--- config.mk ---
export PLATFORM = sky130hd
export DESIGN_NAME = alsu_seq
export DESIGN_NICKNAME = d
export VERILOG_FILES = /design/src/rtl/alsu_seq.sv
export SDC_FILE = /design/constraint.sdc
export NUM_CORES = 1
export LEC_CHECK = 0
export BUFFER_PORTS_ARGS = -buffer_cell sky130_fd_sc_hd__buf_2
export CORE_UTILIZATION = 40
export CTS_CLUSTER_SIZE = 8
export DETAILED_ROUTE_END_ITERATION = 12
export SYNTH_ARGS = -nofsm -noshare
export SYNTH_HDL_FRONTEND = slang
export SYNTH_SLANG_ARGS = --single-unit
--- constraint.sdc ---
create_clock -name clk -period 2.3 [get_ports clk]
set_input_delay 0.23 -clock clk [delete_from_list [all_inputs] [get_ports clk]]
set_output_delay 0.23 -clock clk [all_outputs]
set_load 0.01 [all_outputs]
--- src/rtl/alsu_seq.sv ---
// Handshaked arithmetic/logic/shift unit with a WIDTH-cycle shift-add multiplier.
// Captures one operand bundle per transaction and reports a registered result strobe.
module alsu_seq #(
  parameter int WIDTH          = 3,
  parameter     INPUT_PRIORITY = "A",
  parameter     FULL_ADDER     = "ON",
  parameter int LED_WIDTH      = 16
) (
  input  logic                 clk,
  input  logic                 rst,
  input  logic                 in_valid,
  output logic                 in_ready,
  input  logic                 cin,
  input  logic                 serial_in,
  input  logic                 red_op_A,
  input  logic                 red_op_B,
  input  logic                 bypass_A,
  input  logic                 bypass_B,
  input  logic                 direction,
  input  logic [WIDTH-1:0]     A,
  input  logic [WIDTH-1:0]     B,
  input  logic [2:0]           opcode,
  output logic [2*WIDTH-1:0]   out,
  output logic                 out_valid,
  output logic                 invalid,
  output logic [LED_WIDTH-1:0] leds
);

  localparam int OW = 2 * WIDTH;
  localparam int CW = $clog2(WIDTH + 1);
  localparam bit PRIO_A  = (INPUT_PRIORITY == "A");
  localparam bit ADD_CIN = (FULL_ADDER == "ON");

  localparam logic [2:0] OP_AND = 3'b000;
  localparam logic [2:0] OP_XOR = 3'b001;
  localparam logic [2:0] OP_ADD = 3'b010;
  localparam logic [2:0] OP_MUL = 3'b011;
  localparam logic [2:0] OP_SHF = 3'b100;
  localparam logic [2:0] OP_ROT = 3'b101;

  typedef enum logic [1:0] {IDLE, EXEC, MUL} state_t;

  state_t           state;
  logic             cin_reg, serial_in_reg, red_op_a_reg, red_op_b_reg;
  logic             bypass_a_reg, bypass_b_reg, direction_reg;
  logic [WIDTH-1:0] a_reg, b_reg;
  logic [2:0]       opcode_reg;

  logic [OW-1:0]    acc, mcand, acc_sum;
  logic [WIDTH-1:0] mplier;
  logic [CW-1:0]    count;

  logic [OW-1:0]    exec_result;
  logic [WIDTH:0]   sum;
  logic             exec_illegal, start_mul;
  logic             pick_a_byp, pick_a_red;

  // Bypass outranks every opcode, so a bypassed bundle is never illegal.
  function automatic logic illegal_of(input logic [2:0] opc, input logic ra, input logic rb,
                                      input logic ba, input logic bb);
    if (ba || bb) return 1'b0;
    if (opc[2:1] == 2'b11) return 1'b1;
    return (ra || rb) && (opc != OP_AND) && (opc != OP_XOR);
  endfunction

  assign in_ready  = (state == IDLE);
  assign start_mul = !bypass_A && !bypass_B && (opcode == OP_MUL) &&
                     !illegal_of(opcode, red_op_A, red_op_B, bypass_A, bypass_B);

  assign acc_sum = acc + (mplier[0] ? mcand : '0);

  always_comb begin
    exec_result  = '0;
    exec_illegal = illegal_of(opcode_reg, red_op_a_reg, red_op_b_reg, bypass_a_reg, bypass_b_reg);
    pick_a_byp   = bypass_a_reg && (!bypass_b_reg || PRIO_A);
    pick_a_red   = red_op_a_reg && (!red_op_b_reg || PRIO_A);
    sum          = {1'b0, a_reg} + {1'b0, b_reg} + {{WIDTH{1'b0}}, (ADD_CIN && cin_reg)};
    if (bypass_a_reg || bypass_b_reg) begin
      exec_result = {{WIDTH{1'b0}}, (pick_a_byp ? a_reg : b_reg)};
    end else begin
      case (opcode_reg)
        OP_AND: begin
          if (red_op_a_reg || red_op_b_reg)
            exec_result = {{(OW-1){1'b0}}, (pick_a_red ? &a_reg : &b_reg)};
          else
            exec_result = {{WIDTH{1'b0}}, (a_reg & b_reg)};
        end
        OP_XOR: begin
          if (red_op_a_reg || red_op_b_reg)
            exec_result = {{(OW-1){1'b0}}, (pick_a_red ? ^a_reg : ^b_reg)};
          else
            exec_result = {{WIDTH{1'b0}}, (a_reg ^ b_reg)};
        end
        OP_ADD:  exec_result = {{(WIDTH-1){1'b0}}, sum};
        OP_SHF:  exec_result = direction_reg ? {out[OW-2:0], serial_in_reg}
                                             : {serial_in_reg, out[OW-1:1]};
        OP_ROT:  exec_result = direction_reg ? {out[OW-2:0], out[OW-1]}
                                             : {out[0], out[OW-1:1]};
        default: exec_result = '0;
      endcase
    end
  end

  always_ff @(posedge clk or posedge rst) begin
    if (rst) begin
      state         <= IDLE;
      out           <= '0;
      out_valid     <= 1'b0;
      invalid       <= 1'b0;
      leds          <= '0;
      cin_reg       <= 1'b0;
      serial_in_reg <= 1'b0;
      red_op_a_reg  <= 1'b0;
      red_op_b_reg  <= 1'b0;
      bypass_a_reg  <= 1'b0;
      bypass_b_reg  <= 1'b0;
      direction_reg <= 1'b0;
      a_reg         <= '0;
      b_reg         <= '0;
      opcode_reg    <= '0;
      acc           <= '0;
      mcand         <= '0;
      mplier        <= '0;
      count         <= '0;
    end else begin
      out_valid <= 1'b0;
      case (state)
        IDLE: begin
          if (in_valid) begin
            cin_reg       <= cin;
            serial_in_reg <= serial_in;
            red_op_a_reg  <= red_op_A;
            red_op_b_reg  <= red_op_B;
            bypass_a_reg  <= bypass_A;
            bypass_b_reg  <= bypass_B;
            direction_reg <= direction;
            a_reg         <= A;
            b_reg         <= B;
            opcode_reg    <= opcode;
            if (start_mul) begin
              state  <= MUL;
              acc    <= '0;
              mcand  <= {{WIDTH{1'b0}}, A};
              mplier <= B;
              count  <= '0;
            end else begin
              state <= EXEC;
            end
          end else if (invalid) begin
            leds <= ~leds;
          end
        end
        EXEC: begin
          state     <= IDLE;
          out_valid <= 1'b1;
          if (exec_illegal) begin
            out     <= '0;
            invalid <= 1'b1;
          end else begin
            out     <= exec_result;
            invalid <= 1'b0;
            leds    <= '0;
          end
        end
        MUL: begin
          acc    <= acc_sum;
          mcand  <= mcand << 1;
          mplier <= mplier >> 1;
          count  <= count + 1'b1;
          // The final iteration's partial product goes straight to out.
          if (count == CW'(WIDTH - 1)) begin
            state     <= IDLE;
            out       <= acc_sum;
            out_valid <= 1'b1;
            invalid   <= 1'b0;
            leds      <= '0;
          end
        end
        default: state <= IDLE;
      endcase
    end
  end

endmodule

* After elaboration in Yosys (flattened, before gate mapping)
Cells that the tools add are included.
** Storage, ports and cells
- Bits in registers :: 59
- Input bits :: 19
- Output and inout bits :: 25
- Word-level logic and storage cells :: 127
** Cells by class
- Add/subtract/negate cells :: 4
- Equal/unequal tests :: 18
- Multiplexer cells :: 53
- Bitwise operators :: 3
- Reduce and logical (&&, ||, !) cells :: 30
** Operators with widths (number)
- $mux W16 :: 4
- $mux W6 :: 10
- $pmux W16 S3 :: 1
- $pmux W6 S2 :: 3
- $pmux W6 S5 :: 1
- $mux W1 :: 19
- $not A16 Y16 :: 1
- $mux W3 :: 5
- $mux W2 :: 5
- $reduce_and A3 Y1 :: 3
- $reduce_bool A3 Y1 :: 3
- $eq A2 B2 Y1 const B :: 4
- $ne A2 B2 Y1 const B :: 4
- $pmux W2 S2 :: 2
- $logic_and A1 B1 Y1 :: 7
- $add A6 B6 Y6 :: 1
- $eq A3 B2 Y1 const B :: 2
- $eq A3 B3 Y1 const B :: 2
- $ne A3 B1 Y1 const B :: 2
- $pmux W3 S2 :: 1
- $reduce_and A2 Y1 :: 3
- $reduce_xor A3 Y1 :: 2
- $reduce_and A5 Y1 :: 1
- $add A3 B3 Y4 :: 1
- other kinds (13) :: 21

* Longest topological paths before layout
- Depth after elaboration :: 10
- Depth in mapped cells :: 9
- Mapped depth without buffers :: 8

* Worst setup path after synthesis
Ideal clock, no wire load.
- Path kind :: reg-to-reg
- From :: reg state[0]
- To :: reg acc[3]
- Setup time :: 0.125 ns
- Arrival time :: 1.836 ns
- Data required time :: 2.175 ns
- Setup slack :: 0.339 ns
- Stages on the path, launching flop included :: 8
- Buffers on the path :: 1
- Period minus slack after synthesis :: 1.961 ns
- Cell sequence :: dfrtp_1 inv_1 ha_1 nand2_1 nor3_4 a21oi_2 buf_6 mux2_4
** Between the ends
- Word-level cells in the longest chain between the ends :: 3
- Elaborated cells on any way between the ends :: 7
- Classes of those cells :: eq/ne: 3; mux: 1; reduce/logical: 3
** RTL lines
- start, declared :: RTL line 43 : state_t state;
- start signal, assigned :: RTL line 106 : state <= IDLE;
- start signal, assigned :: RTL line 141 : state <= MUL;
- start signal, assigned :: RTL line 147 : state <= EXEC;
- $logic_not A2 Y1 *
- via in_ready :: RTL line 12 : output logic in_ready,
- $ne A2 B1 Y1 (no source line) (tied with other cells)
- $reduce_and A3 Y1 (no source line)
- end signal, assigned :: RTL line 166 : acc <= acc_sum;
- end, declared :: RTL line 49 : logic [OW-1:0] acc, mcand, acc_sum;
The timed path passes the listed nets; every way through them passes the cells marked *.
A chain may end at the register's enable or synchronous reset.

* Worst setup path in the final report
- From :: reg mplier[0]
- To :: reg out[4]
** Between the ends
- Word-level cells in the longest chain between the ends :: 4
** RTL lines
- start, declared :: RTL line 50 : logic [WIDTH-1:0] mplier;
- start signal, assigned :: RTL line 168 : mplier <= mplier >> 1;
- $mux W6 :: RTL line 70 : assign acc_sum = acc + (mplier[0] ? mcand : '0);
- $add A6 B6 Y6 :: RTL line 70
- $mux W6 :: RTL line 171 : if (count == CW'(WIDTH - 1)) begin
- $pmux W6 S2 :: RTL line 127 : case (state)
- end signal, assigned :: RTL line 160 : out <= exec_result;
- end signal, assigned :: RTL line 173 : out <= acc_sum;
- end, declared :: RTL line 23 : output logic [2*WIDTH-1:0] out,
Every way passes these cells. The select of a mux whose other input is x is not followed.

==> flow_summary.toml <==
[run_status]
violations = "negative hold slack"
run_status = "finished, violations left"

[pwr]
power.leakage_uw = 0.00177
vdd.ir_drop.worst_mv = 0.526
p_per_area_nw_per_um2 = 978

[route]
detailedRoute.firstIterationViolations = 108
sum_of_routed_wire_segments_on_met1_um = 3420
antenna_violating_nets_post_route = 0
vias_per_cell = 5.28
detail_route.drc_violations = 0
vias_post_dr = 2375
drt-pass1-iter-count = 4
route.detailed.wl_per_inst_um = 15.3
routed_wl_um = 6910
met3_wirelength_um = 254
detailed_routed_wire_length_on_met2_um = 3070
top_layer_reached_by_signal_wires = "met4"

[sta]
rsz0062_at_grt = "false"
min_period_over_period_pct = 90.5
holdWs_ns = -0.0142
slew_headroom_pct = 55.5
hold_viol_final = 29
fmax_ghz = 0.480
skew_ns = 0.00742
maxSlewViolCount = 0
post-route-min-period_ns = 2.08
setup-tns-final_ns = 0
setup-violations-final = 0
worst_slew_pin_slew_ns = 0.667

[global_route]
grt_max_degree = 31
grt_antenna_before_repair = 0
grt_pass1_vias = 2329
grt-ovfl-total = 0
grt_pass1_wl_um = 11600
grt_usage_pct = 17.9

[yosys]
synth_cells = 298
synth-edff-count = 0
synth_seq_cells = 59
yosysTopAreaCellShare_pct = 45.2
ys_warn_count = 0
synth-main-ff-cell = "sky130_fd_sc_hd__dfrtp_1"
synthesis.nets = 335
synth.avg_cell_area_um2 = 11.0
post_synth_num_cell_types = 50
yosys.area.top_type = "sky130_fd_sc_hd__dfrtp_1"
seq_area_frac_synth_pct = 45.2
async_reset_ff_share_pct = 100
synth_area_leaders = "sky130_fd_sc_hd__dfrtp_1 (45%), sky130_fd_sc_hd__mux2i_1 (9.2%), sky130_fd_sc_hd__mux2_2 (6.2%), sky130_fd_sc_hd__ha_1 (5.7%), sky130_fd_sc_hd__nand2_1 (3.4%)"
mappedNetlistArea_um2 = 3270

[finish]
num_antenna_cells = 0
largest_register = "leds"
layout.nets = 380
fill_cells = 739
final_cell_count_no_fill = 450
final_layout_size_suffix_gt1_share_pct = 27.6
layout_area_overhead_pct = 16.7
largest_reg_flops = 16

[clocking]
cts_setup_buffers = 0
htreeDepth = 3
cts_buffers = 9
cts-root-to-sink-buffers = 2
postCtsHoldBufs = 0
cts_num_sinks = 59
clk-insertion-delay-late_ns = 0.34
clock_tree.root_cell = "sky130_fd_sc_hd__clkbuf_8"
post_cts.resized_instances = 0
cts_tree = "done"
worst_setup_hold_path_clk_slew_ns = 0.07

[worst_setup_path]
r2r-start = "mplier[0]"
critPathCapture = "out[4]"
crit_type = "flop to flop"
cp-end-kind = "flop"
ff2ff_path_depth = 8
critical_path_required_ns = 2.55
regToRegEndpoint = "out[4]"
crit_fanout = 7
timing.critical_path.arrival_ns = 2.33
crit_path_start = "mplier[0]"
timing.reg2reg.setup_slack_ns = 0.22
timing.critical_path.from_type = "flop"

[placement]
portBuffers = 43
hpwlAfterDp_um = 5070
dpl.cell_count = 434
routabilityCongestion = 0.830

[die]
die-width_um = 92.4
floorplan.die_area_um2 = 8530
placement_rows = 32
die_height_um = 92.4
core_area_um2 = 7810
io-pin-count = 44
effective_utilization_at_floorplan_pct = 41.8

[worst_hold_path]
timing.hold.worst.class = "primary input to async pin"

[job]
cap_violations = 0
Yosys cell counts, drive strengths merged, types with 5 or more instances:
| cell type | instances |
|---|---|
| dfrtp | 59 |
| clkbuf | 9 |
| mux2 | 20 |
| ha | 15 |
| nand2 | 30 |
| and2 | 5 |
| inv | 10 |
| nor2b | 5 |
| mux2i | 30 |
| nor2 | 10 |
| nand2b | 7 |
| buf | 8 |
| a21oi | 13 |
| o31ai | 5 |
| o21ai | 26 |
cell usage in the layout, fill, tap and decap left out, types with 2 or more instances in the layout:
cell type                   instances
sky130_fd_sc_hd__nand2_1           30
sky130_fd_sc_hd__o21ai_1            9
sky130_fd_sc_hd__nor2_1            10
sky130_fd_sc_hd__clkbuf_8          11
sky130_fd_sc_hd__fa_1               3
sky130_fd_sc_hd__mux2_4             2
sky130_fd_sc_hd__nor2b_1            5
sky130_fd_sc_hd__a21oi_1           12
sky130_fd_sc_hd__a211oi_1           3
sky130_fd_sc_hd__buf_2             43
sky130_fd_sc_hd__nand3_1            3
sky130_fd_sc_hd__o21ai_0           17
sky130_fd_sc_hd__xnor2_1            3
sky130_fd_sc_hd__dfrtp_1           59
sky130_fd_sc_hd__o31ai_1            4
sky130_fd_sc_hd__nand3b_1           2
sky130_fd_sc_hd__nand2b_1           6
sky130_fd_sc_hd__ha_1              15
sky130_fd_sc_hd__inv_1              9
sky130_fd_sc_hd__nor3_1             2
sky130_fd_sc_hd__mux2_2            18
sky130_fd_sc_hd__a22o_1             3
sky130_fd_sc_hd__bufinv_16          2
sky130_fd_sc_hd__and2_1             5
sky130_fd_sc_hd__buf_4              7
sky130_fd_sc_hd__a32o_1             2
sky130_fd_sc_hd__a21o_1             2
sky130_fd_sc_hd__mux2i_1           30
sky130_fd_sc_hd__xor2_1             2
sky130_fd_sc_hd__nor4_1             3
worst max-delay path, cell delays in order (launching register included):
cell and delay (ns):
sky130_fd_sc_hd__dfrtp_1 0.42, sky130_fd_sc_hd__and2_1 0.16, sky130_fd_sc_hd__ha_1 0.20, sky130_fd_sc_hd__fa_1 0.41
sky130_fd_sc_hd__a21o_1 0.18, sky130_fd_sc_hd__a21oi_1 0.19, sky130_fd_sc_hd__mux2i_1 0.26, sky130_fd_sc_hd__mux2i_1 0.09
sky130_fd_sc_hd__o21ai_0 0.09
layout make-up:
class                      instances  area [um^2]  area share [%]
timing repair buffer              51          288            7.55
multi-input combinational        212         1650            43.4
sequential                        59         1480            38.8
clock inverter                     4         72.6            1.90
inverter                          10         37.5           0.985
clock buffer                      12          155            4.07
tap                              102          128            3.35
stage by stage:
| stage | setup slack [ns] | total power [uW] | utilization, % | hold slack [ns] | cell area (um^2) |
|---|---|---|---|---|---|
| 6_report | 0.218 | 3730 | 48.8 | -0.0142 | 3810 |
| 4_1_cts | 0.244 | 3770 | 48.8 | 0.00161 | 3810 |
| 3_3_place_gp | 0.305 | 2660 | 45.9 | 0.376 | 3580 |
| 2_1_floorplan | 0.339 | 2320 | - | 0.381 | 3270 |
| 5_1_grt | 0.0748 | 3950 | 48.8 | 0.0503 | 3810 |
| 3_5_place_dp | 0.256 | 2670 | 45.9 | 0.371 | 3580 |
kinds of logic after synthesis:
logic type | after synthesis | synth area share [%]
AND/OR/NAND/NOR | 74 | 11.7
AO/OA/AOI/OAI | 65 | 13.6
XOR/XNOR | 5 | 1.34
adder cells (fa/ha/maj) | 18 | 7.59
buffers and inverters | 27 | 4.18
flip-flops | 59 | 45.2
multiplexers | 50 | 16.3
worst min path at each step:
stage,endpoint,slack (ns),depth (start not counted)
4_1_cts,leds[7],0.002,2
3_5_place_dp,leds[5],0.37,2
5_1_grt,acc[5],0.05,2
2_1_floorplan,a_reg[0],0.38,1
6_report,leds[2],-0.01,2
3_3_place_gp,leds[2],0.38,2
report_power, final:
group	leakage (uW)	total [uW]	internal (uW)	switching, uW
clock network	0.000113	1070	668	406
registers	0.000747	1590	1290	296
logic	0.000916	1070	548	518
routing by layer:
metal  global-route usage, %  vias up
li1                        -     1157
met1                    24.0     1158
met2                    27.3       45
met3                    3.94       15
met4                    8.72        0
met5                       0        -
Note: power is estimated with default switching activity, not from simulation.
